===== src/rtl/counting123_pkg.sv =====
// Shared types and symbol encoding for the counting 1-2-3 generator and detector.
package counting123_pkg;

  typedef enum logic [2:0] {
    IDLE,
    ONE,
    TWO,
    THREE,
    GAP,
    DONE
  } state_t;

  localparam logic [1:0] SYM_IDLE  = 2'd0;
  localparam logic [1:0] SYM_ONE   = 2'd1;
  localparam logic [1:0] SYM_TWO   = 2'd2;
  localparam logic [1:0] SYM_THREE = 2'd3;

  // First phase after `s` whose run length is nonzero; DONE when none remain.
  function automatic state_t next_phase(input state_t s, input logic nz1,
                                        input logic nz2, input logic nz3);
    state_t r;
    r = DONE;
    case (s)
      IDLE:    r = nz1 ? ONE : (nz2 ? TWO : (nz3 ? THREE : DONE));
      ONE:     r = nz2 ? TWO : (nz3 ? THREE : DONE);
      TWO:     r = nz3 ? THREE : DONE;
      default: r = DONE;
    endcase
    return r;
  endfunction

endpackage


===== src/rtl/counting123_gen_if.sv =====
// Request/stream bundle between a frame requester and the counting 1-2-3 generator.
interface counting123_gen_if #(parameter int CNT_W = 4);
  logic             start;
  logic [CNT_W-1:0] n1;
  logic [CNT_W-1:0] n2;
  logic [CNT_W-1:0] n3;
  logic [1:0]       num;
  logic             busy;
  logic             done;

  modport master (output start, n1, n2, n3, input num, busy, done);
  modport slave  (input start, n1, n2, n3, output num, busy, done);
endinterface


===== src/rtl/counting123_burst.sv =====
// Loadable run-length down-counter; reloaded on entry to each symbol phase.
module counting123_burst #(
  parameter int CNT_W = 4
) (
  input  logic             clk,
  input  logic             rst_n,
  input  logic             load,
  input  logic [CNT_W-1:0] len,
  input  logic             en,
  output logic             last,
  output logic             zero
);

  logic [CNT_W-1:0] cnt;

  // Holds at zero instead of wrapping.
  always_ff @(posedge clk) begin
    if (!rst_n)
      cnt <= '0;
    else if (load)
      cnt <= len;
    else if (en && cnt != '0)
      cnt <= cnt - 1'b1;
  end

  assign last = (cnt == CNT_W'(1));
  assign zero = (cnt == '0);

endmodule


===== src/rtl/counting123_gen.sv =====
// Framed 1/2/3 symbol stream generator. Define COUNTING123_GAP_EN to insert one
// idle GAP cycle between consecutive emitted phases.
module counting123_gen
  import counting123_pkg::*;
#(
  parameter int CNT_W = 4
) (
  input logic              clk,
  input logic              rst_n,
  counting123_gen_if.slave bus
);

  state_t           state, state_nxt, target;
  logic [CNT_W-1:0] c1, c2, c3;
  logic [CNT_W-1:0] s1, s2, s3;
  logic [CNT_W-1:0] load_len;
  logic             load, in_phase, last, zero;
  logic [1:0]       num_nxt;
  logic             busy_nxt, done_nxt;
`ifdef COUNTING123_GAP_EN
  state_t           pend;
`endif

  // In IDLE the counts are being latched this edge, so use the live request.
  assign s1 = (state == IDLE) ? bus.n1 : c1;
  assign s2 = (state == IDLE) ? bus.n2 : c2;
  assign s3 = (state == IDLE) ? bus.n3 : c3;

  assign in_phase = (state == ONE) || (state == TWO) || (state == THREE);

  always_ff @(posedge clk) begin
    if (!rst_n) begin
      state    <= IDLE;
      c1       <= '0;
      c2       <= '0;
      c3       <= '0;
      bus.num  <= SYM_IDLE;
      bus.busy <= 1'b0;
      bus.done <= 1'b0;
`ifdef COUNTING123_GAP_EN
      pend     <= IDLE;
`endif
    end else begin
      state    <= state_nxt;
      bus.num  <= num_nxt;
      bus.busy <= busy_nxt;
      bus.done <= done_nxt;
      if (state == IDLE && bus.start) begin
        c1 <= bus.n1;
        c2 <= bus.n2;
        c3 <= bus.n3;
      end
`ifdef COUNTING123_GAP_EN
      if (state_nxt == GAP)
        pend <= target;
`endif
    end
  end

  always_comb begin
    state_nxt = state;
    target    = DONE;
    case (state)
      IDLE: begin
        if (bus.start)
          state_nxt = next_phase(IDLE, |bus.n1, |bus.n2, |bus.n3);
      end
      ONE, TWO, THREE: begin
        if (last || zero) begin
          target = next_phase(state, |c1, |c2, |c3);
`ifdef COUNTING123_GAP_EN
          state_nxt = (target == DONE) ? DONE : GAP;
`else
          state_nxt = target;
`endif
        end
      end
`ifdef COUNTING123_GAP_EN
      GAP:     state_nxt = pend;
`else
      GAP:     state_nxt = IDLE;
`endif
      DONE:    state_nxt = IDLE;
      default: state_nxt = IDLE;
    endcase
  end

  always_comb begin
    num_nxt  = SYM_IDLE;
    load_len = '0;
    case (state_nxt)
      ONE:   begin num_nxt = SYM_ONE;   load_len = s1; end
      TWO:   begin num_nxt = SYM_TWO;   load_len = s2; end
      THREE: begin num_nxt = SYM_THREE; load_len = s3; end
      default: ;
    endcase
    busy_nxt = (state_nxt != IDLE);
    done_nxt = (state_nxt == DONE);
    load     = (state_nxt == ONE || state_nxt == TWO || state_nxt == THREE)
               && (state_nxt != state);
  end

  counting123_burst #(.CNT_W(CNT_W)) u_burst (
    .clk   (clk),
    .rst_n (rst_n),
    .load  (load),
    .len   (load_len),
    .en    (in_phase),
    .last  (last),
    .zero  (zero)
  );

endmodule


===== src/flat_wrapper.sv =====
// flat-port wrapper written by rule: the top's interface ports become plain ports
module counting123_gen_flat import counting123_pkg::*;
#(
  parameter int CNT_W = 4
)
  (clk, rst_n, bus_start, bus_n1, bus_n2, bus_n3, bus_num, bus_busy, bus_done);
  counting123_gen_if #(.CNT_W(CNT_W)) bus_i ();
  input logic clk;
  input logic rst_n;
  input wire logic [$bits(bus_i.start)-1:0] bus_start;
  input wire logic [$bits(bus_i.n1)-1:0] bus_n1;
  input wire logic [$bits(bus_i.n2)-1:0] bus_n2;
  input wire logic [$bits(bus_i.n3)-1:0] bus_n3;
  output wire logic [$bits(bus_i.num)-1:0] bus_num;
  output wire logic [$bits(bus_i.busy)-1:0] bus_busy;
  output wire logic [$bits(bus_i.done)-1:0] bus_done;
  assign bus_i.start = bus_start;
  assign bus_i.n1 = bus_n1;
  assign bus_i.n2 = bus_n2;
  assign bus_i.n3 = bus_n3;
  assign bus_num = bus_i.num;
  assign bus_busy = bus_i.busy;
  assign bus_done = bus_i.done;
  counting123_gen #(.CNT_W(CNT_W)) u_core (.clk(clk), .rst_n(rst_n), .bus(bus_i));
endmodule

===== config.mk =====
export PLATFORM = sky130hd
export DESIGN_NAME = counting123_gen_flat
export DESIGN_NICKNAME = d
export VERILOG_FILES = /design/src/rtl/counting123_pkg.sv /design/src/rtl/counting123_gen_if.sv /design/src/rtl/counting123_burst.sv /design/src/rtl/counting123_gen.sv /design/src/flat_wrapper.sv
export SDC_FILE = /design/constraint.sdc
export NUM_CORES = 1
export LEC_CHECK = 0
export CAP_MARGIN = 20
export CORE_UTILIZATION = 47
export DETAILED_ROUTE_END_ITERATION = 7
export GPL_ROUTABILITY_DRIVEN = 0
export MAX_ROUTING_LAYER = met4
export PLACE_DENSITY = 0.7
export SYNTH_ARGS = -nofsm -noshare
export SYNTH_HDL_FRONTEND = slang
export SYNTH_SLANG_ARGS = --single-unit

===== constraint.sdc =====
create_clock -name clk -period 2.7 [get_ports clk]
set_input_delay 0.54 -clock clk [delete_from_list [all_inputs] [get_ports clk]]
set_output_delay 0.54 -clock clk [all_outputs]
set_load 0.03 [all_outputs]

# After elaboration in Yosys (flattened, before gate mapping)
# Index checks and enable logic that the tools add are counted.
[totals] word_cells=53 latchBits=0 mem_bits_rw=0 mem_count=0 ff_bits=23 mem_bits_ro=0 output_inout_bits=4 input_bits=15
[op_classes] n_eq_ne=9 div_mod_pow=0 reduce_logical=19 muxes=16 order_cmp=0 shifts=0 multipliers=0 n_bitwise=0 addsub=1
[ops] op="3-bit 2-to-1 mux" n=7
[ops] op="4-bit 2-to-1 mux" n=5
[ops] op="4-bit OR reduction" n=5
[ops] op="3-bit by 2-bit equality test with 1-bit output, second input constant" n=4
[ops] op="3-bit one-hot mux with 2 select lines" n=2
[ops] op="4-bit one-hot mux with 3 select lines" n=1
[ops] op="3-bit by 1-bit equality test with 1-bit output, second input constant" n=2
[ops] op="2-bit one-hot mux with 3 select lines" n=1
[ops] op="1-bit logical OR" n=5
[ops] op="4-bit by 1-bit equality test with 1-bit output, second input constant" n=1
[ops] op="4-bit logical NOT" n=1
[ops] op="4-bit nonzero test" n=1
[ops] op="4-bit by 1-bit subtractor with 4-bit output, second input constant" n=1
[ops] op="3-bit equality test, second input constant" n=1
[ops] op="1-bit logical AND" n=3
[ops] op="3-bit logical NOT" n=1
[ops] op="3-bit != test" n=1
[ops] op="3-bit nonzero test" n=1
[ops] op="3-bit OR reduction" n=1
[ops] op="2-bit nonzero test" n=1

# Depth between registers and ports, before layout
[depth] depth_word=11 mapped_depth=9 mapped_depth_nobuf=8

# Hierarchy
# Synthesis repeated with hierarchy kept, for this count alone.
[unflattened] hier_cells=151 area_unflattened_um2=1366.3
[by_module_without_submodules] module="counting123_gen" n_inst=1 seq_area_each_um2=380.4 cells_each=116 area_each_um2=1076.0
[by_module_without_submodules] module="counting123_burst" n_inst=1 seq_area_each_um2=80.1 cells_each=35 area_each_um2=290.3

# Least setup slack after synthesis
# OpenSTA, ideal clock, no wires.
[synth_path] path_type="input-to-reg" startpoint="input port bus_n1[3]" endpoint="register u_core.u_burst.cnt[3]" required_time_ns=2.576 setup_slack_ns=0.386 path_buffers=1 cell_stages=7 arrival_time_ns=2.190 setup_ns=0.124 path_cell_list="or4_4 > o21a_4 > nor3_4 > buf_6 > mux2_1 > o211ai_1 > o22ai_1"
[synth_via] elab_chain_cells=9 word_cells_on_any_way=15 classes_between="4 x eq/ne; 6 x mux; 5 x reduce/logical"
[synth_lines] item="start: declaration" line="flat_wrapper.sv:11" source="input wire logic [$bits(bus_i.n1)-1:0] bus_n1;"
[synth_lines] item="4-bit OR reduction" line="counting123_gen.sv:66" source="state_nxt = next_phase(IDLE, |bus.n1, |bus.n2, |bus.n3);"
[synth_lines] item="3-bit 2-to-1 mux" line="counting123_pkg.sv:24" source="IDLE: r = nz1 ? ONE : (nz2 ? TWO : (nz3 ? THREE : DONE));"
[synth_lines] item="3-bit 2-to-1 mux" line="counting123_gen.sv:65" source="if (bus.start)"
[synth_lines] item="3-bit one-hot mux with 2 select lines" line="counting123_gen.sv:63" source="case (state)"
[synth_lines] item="3-bit by 1-bit equality test with 1-bit output / 3-bit by 2-bit equality test with 1-bit output (equally long branches)" line="counting123_gen.sv:91, counting123_gen.sv:99"
[synth_lines] item="1-bit logical OR (2 in series)" line="counting123_gen.sv:99" source="load = (state_nxt == ONE || state_nxt == TWO || state_nxt == THREE)"
[synth_lines] item="1-bit logical AND" line="counting123_gen.sv:100" source="&& (state_nxt != state);"
[synth_lines] item="4-bit 2-to-1 mux / 2-bit nonzero test (equally long branches)"
[synth_lines] item="end signal: assignment" line="counting123_burst.sv:21" source="cnt <= len;"
[synth_lines] item="end signal: assignment" line="counting123_burst.sv:23" source="cnt <= cnt - 1'b1;"
[synth_lines] item="end: declaration" line="counting123_burst.sv:14" source="logic [CNT_W-1:0] cnt;"
# Parallel ways exist; a longest one is shown, timed or not.
# A chain may end at the register's enable or synchronous reset.

# Worst setup path in the final report
[layout_path] startpoint="input port bus_n1[3]" endpoint="register u_core.u_burst.cnt[1]"
[layout_via] elab_chain_cells=9 word_cells_on_any_way=14 classes_between="4 x eq/ne; 5 x mux; 5 x reduce/logical"
[layout_lines] item="4-bit OR reduction *" line="counting123_gen.sv:66"
[layout_lines] item="3-bit 2-to-1 mux *" line="counting123_pkg.sv:24"
[layout_lines] item="3-bit 2-to-1 mux *" line="counting123_gen.sv:65"
[layout_lines] item="3-bit one-hot mux with 2 select lines *" line="counting123_gen.sv:63"
[layout_lines] item="3-bit by 1-bit equality test with 1-bit output / 3-bit by 2-bit equality test with 1-bit output (equally long branches)" line="counting123_gen.sv:91, counting123_gen.sv:99"
[layout_lines] item="1-bit logical OR (2 in series)" line="counting123_gen.sv:99"
[layout_lines] item="1-bit logical AND" line="counting123_gen.sv:100"
[layout_lines] item="4-bit 2-to-1 mux / 2-bit nonzero test (equally long branches)"
# Mark *: on every way between the ends. The rest lies on a longest branch, timed or not.

==> summary.md <==
| Metric | Value |
|---|---|
| R2r endpoint | `u_core.u_burst.cnt[0]` |
| Synth area leaders | `dfxtp_1 (34%), nand2_1 (8.1%), a21oi_1 (5.6%)` |
| Layout Nets | `209` |
| Clock Power Share | `0.105` |
| I/O pins | `19` |
| Wire per inst | `14.47 microns` |
| Max cap viols | `0` |
| CTS H-Tree Depth | `1` |
| Status | `finished, final reports clean` |
| Synth Area per Inst | `8.499 sq um` |
| Die H | `55.62 microns` |
| Crit Path Category | `in2reg` |
| Hold path depth | `2` |
| Worst skew pair latency | `0.31 ns` |
| EDFF count, synth | `0` |
| Post-route insts no fill | `221` |
| Hold Path Sink | `u_core.c1[3]` |
| Antenna-violating nets left | `0` |
| Drt total wl | `3198 microns` |
| First DRT Iteration DRCs | `53` |
| Leading cell type in the layout, fill and taps excluded | `nand2_1` |
| # DRC | `0` |
| Hold-fix buffers, CTS | `0` |
| Design area | `0.001687 sq mm` |
| Startpoint types | `primary input` |
| Worst slew margin | `0.5668` |
| Unique masters post-synth | `43` |
| Int Power | `892.8 uW` |
| Worst hold path class | `reg2reg` |
| Starting density of the core | `0.4943` |
| Critical path peak fanout | `4` |
| Worst EP required | `2.88 ns` |
| CP Capture Type | `flip-flop` |
| Via count | `1291` |
| Power density over cell area | `922.1 mW/mm^2` |
| Area after DPL | `0.001657 sq mm` |
| CTS Buffer Depth | `2` |
| Max Slew Vio Count | `0` |
| Maximum vdd drop | `0.6490 mV` |
| Gate power share | `0.579` |
| Drt via density | `5.842` |
| Net count after synthesis | `177` |
| PostCTS Resize Cnt | `0` |
| R2r startpoint | `u_core.c2[3]` |
| Setup slack, reg-to-reg | `0.29 ns` |
| Final total power | `1555 uW` |
| Postcts setup bufs | `0` |
| Post-synth top flop | `dfxtp_1` |
| Hold_ws | `0.4647 ns` |
| Final setup viols | `0` |
| CTS tree | `yes` |
| Hold Fails Final Rpt | `0` |
| Cell count after placement | `217` |
| FF-to-FF path depth | `9` |
| Setup Skew | `0.01138 ns` |
| CTS root buffer | `clkbuf_4` |
| Period utilization | `0.9603` |
| Leak pwr | `0.0006401 uW` |
| Post-Synthesis Cells | `159` |
| Worst-margin pin slew | `0.6459 ns` |
| Core ar. | `0.002734 sq mm` |
| DR pass1 iterations | `4` |
| # diodes | `0` |
| Pre-CTS setup slack | `-0.2031 ns` |
| FFs w/ async S/R, synth | `0` |
| Cell taking the most area after synthesis | `dfxtp_1` |
| Net switching power | `662.5 uW` |
| RSZ-0062 raised after global routing | `no` |
| FMAX | `385.7 MHz` |
| Layout cell share with drive strength beyond 1 | `0.1684` |
| DIE WIDTH | `55.62 microns` |
| Final Critical Period | `2.593 ns` |
| Layout area overhead | `24.81%` |
| Switch share | `0.4260` |
| Num CTS Buffers | `3` |
| Core Rows | `19` |
| Number of global-route vias before repair | `1198` |
| Seq pwr share | `0.316` |
| First-pass GRT wire length | `5333 microns` |
| Most frequent cells in the layout | `nand2_1 (29), dfxtp_1 (23), clkdlybuf4s50_1 (18)` |
| Total GRT Usage | `0.2211` |
| Detail Placement HPWL | `2562 microns` |
| Yosys reg bits | `23` |
| Largest net degree at the start of global routing | `15` |
| Port Buf Inserts | `18` |
| Die area | `0.003094 sq mm` |
| WP data arrival | `2.78 ns` |
| Initial antenna violation count | `0` |
| Synthesized area | `0.001351 sq mm` |
| Remaining Overflow, GRT | `0` |
| Hold_sp | `u_core.c1[3]` |
| Total clock sinks | `23` |
| Ys Warns | `0` |
| Yosys top cell area share | `0.3407` |
| Final WS setup | `0.1071 ns` |
| CTS clock-pin slew for the worst setup and hold paths | `0.12 ns` |
| Sequential share of the synthesized area | `0.3407` |
power by group through the flow:
stage | sequential [uW] | combinational, uW | clock (uW)
after CTS | 490 | 894 | 170
after global placement | 495 | 871 | 0
after floorplan | 488 | 633 | 0
final | 491 | 900 | 164
after global routing | 503 | 980 | 180
after detailed placement | 498 | 889 | 0
state kept, by name (all words and copies together), names as in the netlist:
signal,count
u_core.state,3
u_core.bus.done,1
u_core.bus.busy,1
u_core.c1,4
u_core.bus.num,2
u_core.c3,4
u_core.c2,4
u_core.u_burst.cnt,4
critical path, cell delays in order:
cell and delay, ns:
clkdlybuf4s50_1 0.46, or4_4 0.56, o21a_4 0.22, buf_4 0.15, o31a_1 0.30, a211oi_1 0.29
a211o_1 0.17, a31oi_1 0.08
final cells by class:
| cell class | instances | area, sq um |
|---|---|---|
| repair buffers | 35 | 307.8 |
| clock buffers | 3 | 22.52 |
| inverters | 5 | 18.77 |
| fillers | 241 | 1047 |
| clock inverters | 1 | 7.507 |
| multi-input cells | 123 | 830.8 |
| flip-flops and latches | 23 | 460.4 |
| well taps | 31 | 38.79 |
synth_stat cells (2+ instances only):
cell type,count
dfxtp_1,23
a211o_1,4
nand4_1,3
mux2_1,2
mux2_2,4
ha_1,3
clkbuf_1,4
o22ai_1,2
a211oi_1,4
a31oi_1,4
a21oi_1,15
nor2_1,7
mux2i_1,3
o21ai_0,4
inv_1,4
nor4_1,5
xnor2_1,3
buf_2,3
o21a_1,2
o31a_1,3
nor3_1,6
o211ai_1,2
nand2_1,29
per-stage QoR:
step           utilization  setup TNS [ns]
5_1_grt             0.6169               0
3_5_place_dp        0.6060         -0.5901
6_report            0.6169               0
2_1_floorplan            -               0
3_3_place_gp        0.6060         -0.3821
4_1_cts             0.6169               0
cell families (layout without fill, tap and decap cells):
family | Yosys count | after routing | synth area share
muxes | 9 | 9 | 0.07222
and+or+nand+nor | 59 | 59 | 0.2296
xor gates and xnor gates | 3 | 3 | 0.01945
DFF | 23 | 23 | 0.3407
buffers and inverters | 13 | 44 | 0.04443
AOI/OAI and AO/OA | 49 | 49 | 0.2657
adders and majority gates | 3 | 3 | 0.02778
layer usage:
| layer | up-vias | wire, microns | GRT usage |
|---|---|---|---|
| met4 | 0 | 69 | 0.08214 |
| li1 | 653 | - | - |
| met3 | 8 | 118 | 0.03023 |
| met1 | 597 | 1463 | 0.2805 |
| met2 | 33 | 1547 | 0.3597 |
| met5 | - | 0 | - |
worst max-delay path by stage:
stage	startpoint	end	slack [ns]	depth (start not counted)
floorplan	bus_n1[3]	u_core.u_burst.cnt[3]	0.39	7
global placement	bus_n1[3]	u_core.u_burst.cnt[3]	-0.17	8
detailed placement	bus_n1[3]	u_core.u_burst.cnt[1]	-0.20	8
CTS	bus_n1[3]	u_core.u_burst.cnt[1]	0.13	8
global route	bus_n1[0]	u_core.u_burst.cnt[1]	0.07	8
finish	bus_n1[3]	u_core.u_burst.cnt[1]	0.11	8
No activity file was read; power rests on OpenSTA's default activity.
==> patch: new RTL, same settings <==
Add a define of `COUNTING123_GAP_EN`.
--- a/src/rtl/counting123_gen.sv
+++ b/src/rtl/counting123_gen.sv
@@ -2,2 +2,4 @@
 // idle GAP cycle between consecutive emitted phases.
+`define COUNTING123_GAP_EN
+
 module counting123_gen
Formal check against the unedited RTL: not equivalent (a bounded check fails within 4 cycles, from zero or initial values and one cycle with rst_n low).
==> patch against the unedited design <==
  * Area after synthesis is 15% higher
  * Fmax increased by 5.0%
  * Cell area is 16% higher
  * Utilization increased by 2.1 points
  * Clock skew shrank 0.0052 ns
  * Non-clock buffer count rose by 7
  * Total power is 8.2% higher
  * Via count increased by 15%
  * Sequential cell count is 3 higher
  * Worst setup slack gained 0.12 ns
  * Routed wire length grew 17%
  * Critical path type unchanged
==> patch: results (changes against the unedited design) <==
metric;value;unit;change
Area contributors post-synth;dfxtp_1 34%, nand2_1 7.5%, a21oi_1 5.8%, mux2i_1 5.8%, a211oi_1 2.9%;;
worst hold path type;reg2reg;;
WP data arrival;2.69;ns;-0.09 ns
IO buf count;18;;unchanged
vias in the first global route;1405;;+17%
clock slew at the register clock pins of the worst setup and hold paths;0.13;ns;
Crit Path Max Fanout;4;;unchanged
Filler Cell Count;268;;+11%
CTS Buf Count;3;;unchanged
Post-DP Area;1910;um2;+15%
Final setup viols;0;;unchanged
Routed WL;3750;um;+17%
Synth top cells by count;31 x nand2_1, 26 x dfxtp_1, 18 x a21oi_1;;
LEAKAGE;0.000807;uW;+26%
Final HPWL DP;3000;um;+17%
Layout Nets;237;;+13%
Place WS;-0.122;ns;+0.0806 ns
post-DR wirelength/cell;14.3;um;-1.2%
maximum vdd drop;365;uV;-44%
clk_skew;0.00618;ns;-0.00520 ns
Net Count, Synth;198;;+12%
Post-CTS Setup Inserts;0;;unchanged
status;complete, no violations;;
gr usage total;25.1;%;+3.0 points
Unique masters post-synth;53;;+23%
initial antenna violation count;0;;unchanged
top_reg_cell synth;dfxtp_1;;
placed insts;258;;+19%
Max stage delay cell, worst path;or4_4;;
pin count of the biggest net entering global routing;18;;+3
Yosys warnings;0;;unchanged
syn_area_per_cell;8.60;um2;+1.2%
Seq/Total Area, Yosys;33.6;%;-0.44 points
clk_lat worst skew;0.34;ns;+0.03 ns
first-pass GRT wire length;6350;um;+19%
Rel. slew slack;47.6;%;-9.1 points
H-tree levels;1;;unchanged
CTS root buf;clkbuf_4;;
DR vias;1480;;+15%
ratio of cells with drive above 1 in the final layout;22.9;%;+6.1 points
Inserted Diodes;0;;unchanged
Largest stage delay, worst path;0.55;ns;
Initial DRC Count;78;;+47%
clk buf depth;2;;unchanged
async set or reset register ratio after synthesis;0;%;unchanged
drt first pass iters;4;;unchanged
cts repair resizes;0;;unchanged
Top delay family on crit path;compound AO/OA/AOI/OAI gates;;
## patch: cell types whose count changed after synthesis, moves of 3 or more
cell and change:
a211o_1 -4, nor2_1 +4, dfxtp_1 +3, a31oi_1 -4
mux2i_1 +6, a21oi_1 +3
## patch: cells by family after synthesis
group	after synthesis	share of synthesized area [%]
simple gates	73	25.9
fa+ha+maj	3	2.43
buf+inv	14	5.17
mux	11	7.28
xor+xnor	3	1.70
flops	26	33.6
compound gates	50	23.8
## patch: cell type report
type	instances	area, um2	area share, %
multi-input cells	140	952	48.5
flip-flops and latches	26	520	26.5
repair buffers	42	360	18.4
well taps	44	55.1	2.80
clock inverters	1	30.0	1.53
clock buffers	3	22.5	1.15
inverters	6	22.5	1.15
## patch: routing by layer
layer / GRT usage, % / routed length (um) / vias up
met3: 2.62 / 166 / 9
met4: 11.9 / 102 / 0
met1: 33.2 / 1720 / 688
met2: 38.4 / 1760 / 40
li1: - / - / 743
met5: - / 0 / -
## patch: worst paths after layout
kind / slack (ns) / startpoint / cells past startpoint / end
min: 0.47 / u_core.c1[3]$_SDFFE_PN0P_ / 2 / u_core.c1[3]$_SDFFE_PN0P_
max: 0.23 / bus_n1[3] / 8 / u_core.u_burst.cnt[0]$_SDFFE_PN0P_
min reg2reg: 0.47 / u_core.c1[3]$_SDFFE_PN0P_ / 2 / u_core.c1[3]$_SDFFE_PN0P_
max reg2reg: 0.44 / u_core.u_burst.cnt[0]$_SDFFE_PN0P_ / 9 / u_core.u_burst.cnt[2]$_SDFFE_PN0P_
## patch: where the power goes
part	internal, uW	switching (uW)	total, uW	leakage, uW
Clock	150	120	271	0.0000279
Combinational	383	503	886	0.000566
Sequential	462	63.9	526	0.000213
Total	996	687	1680	0.000807
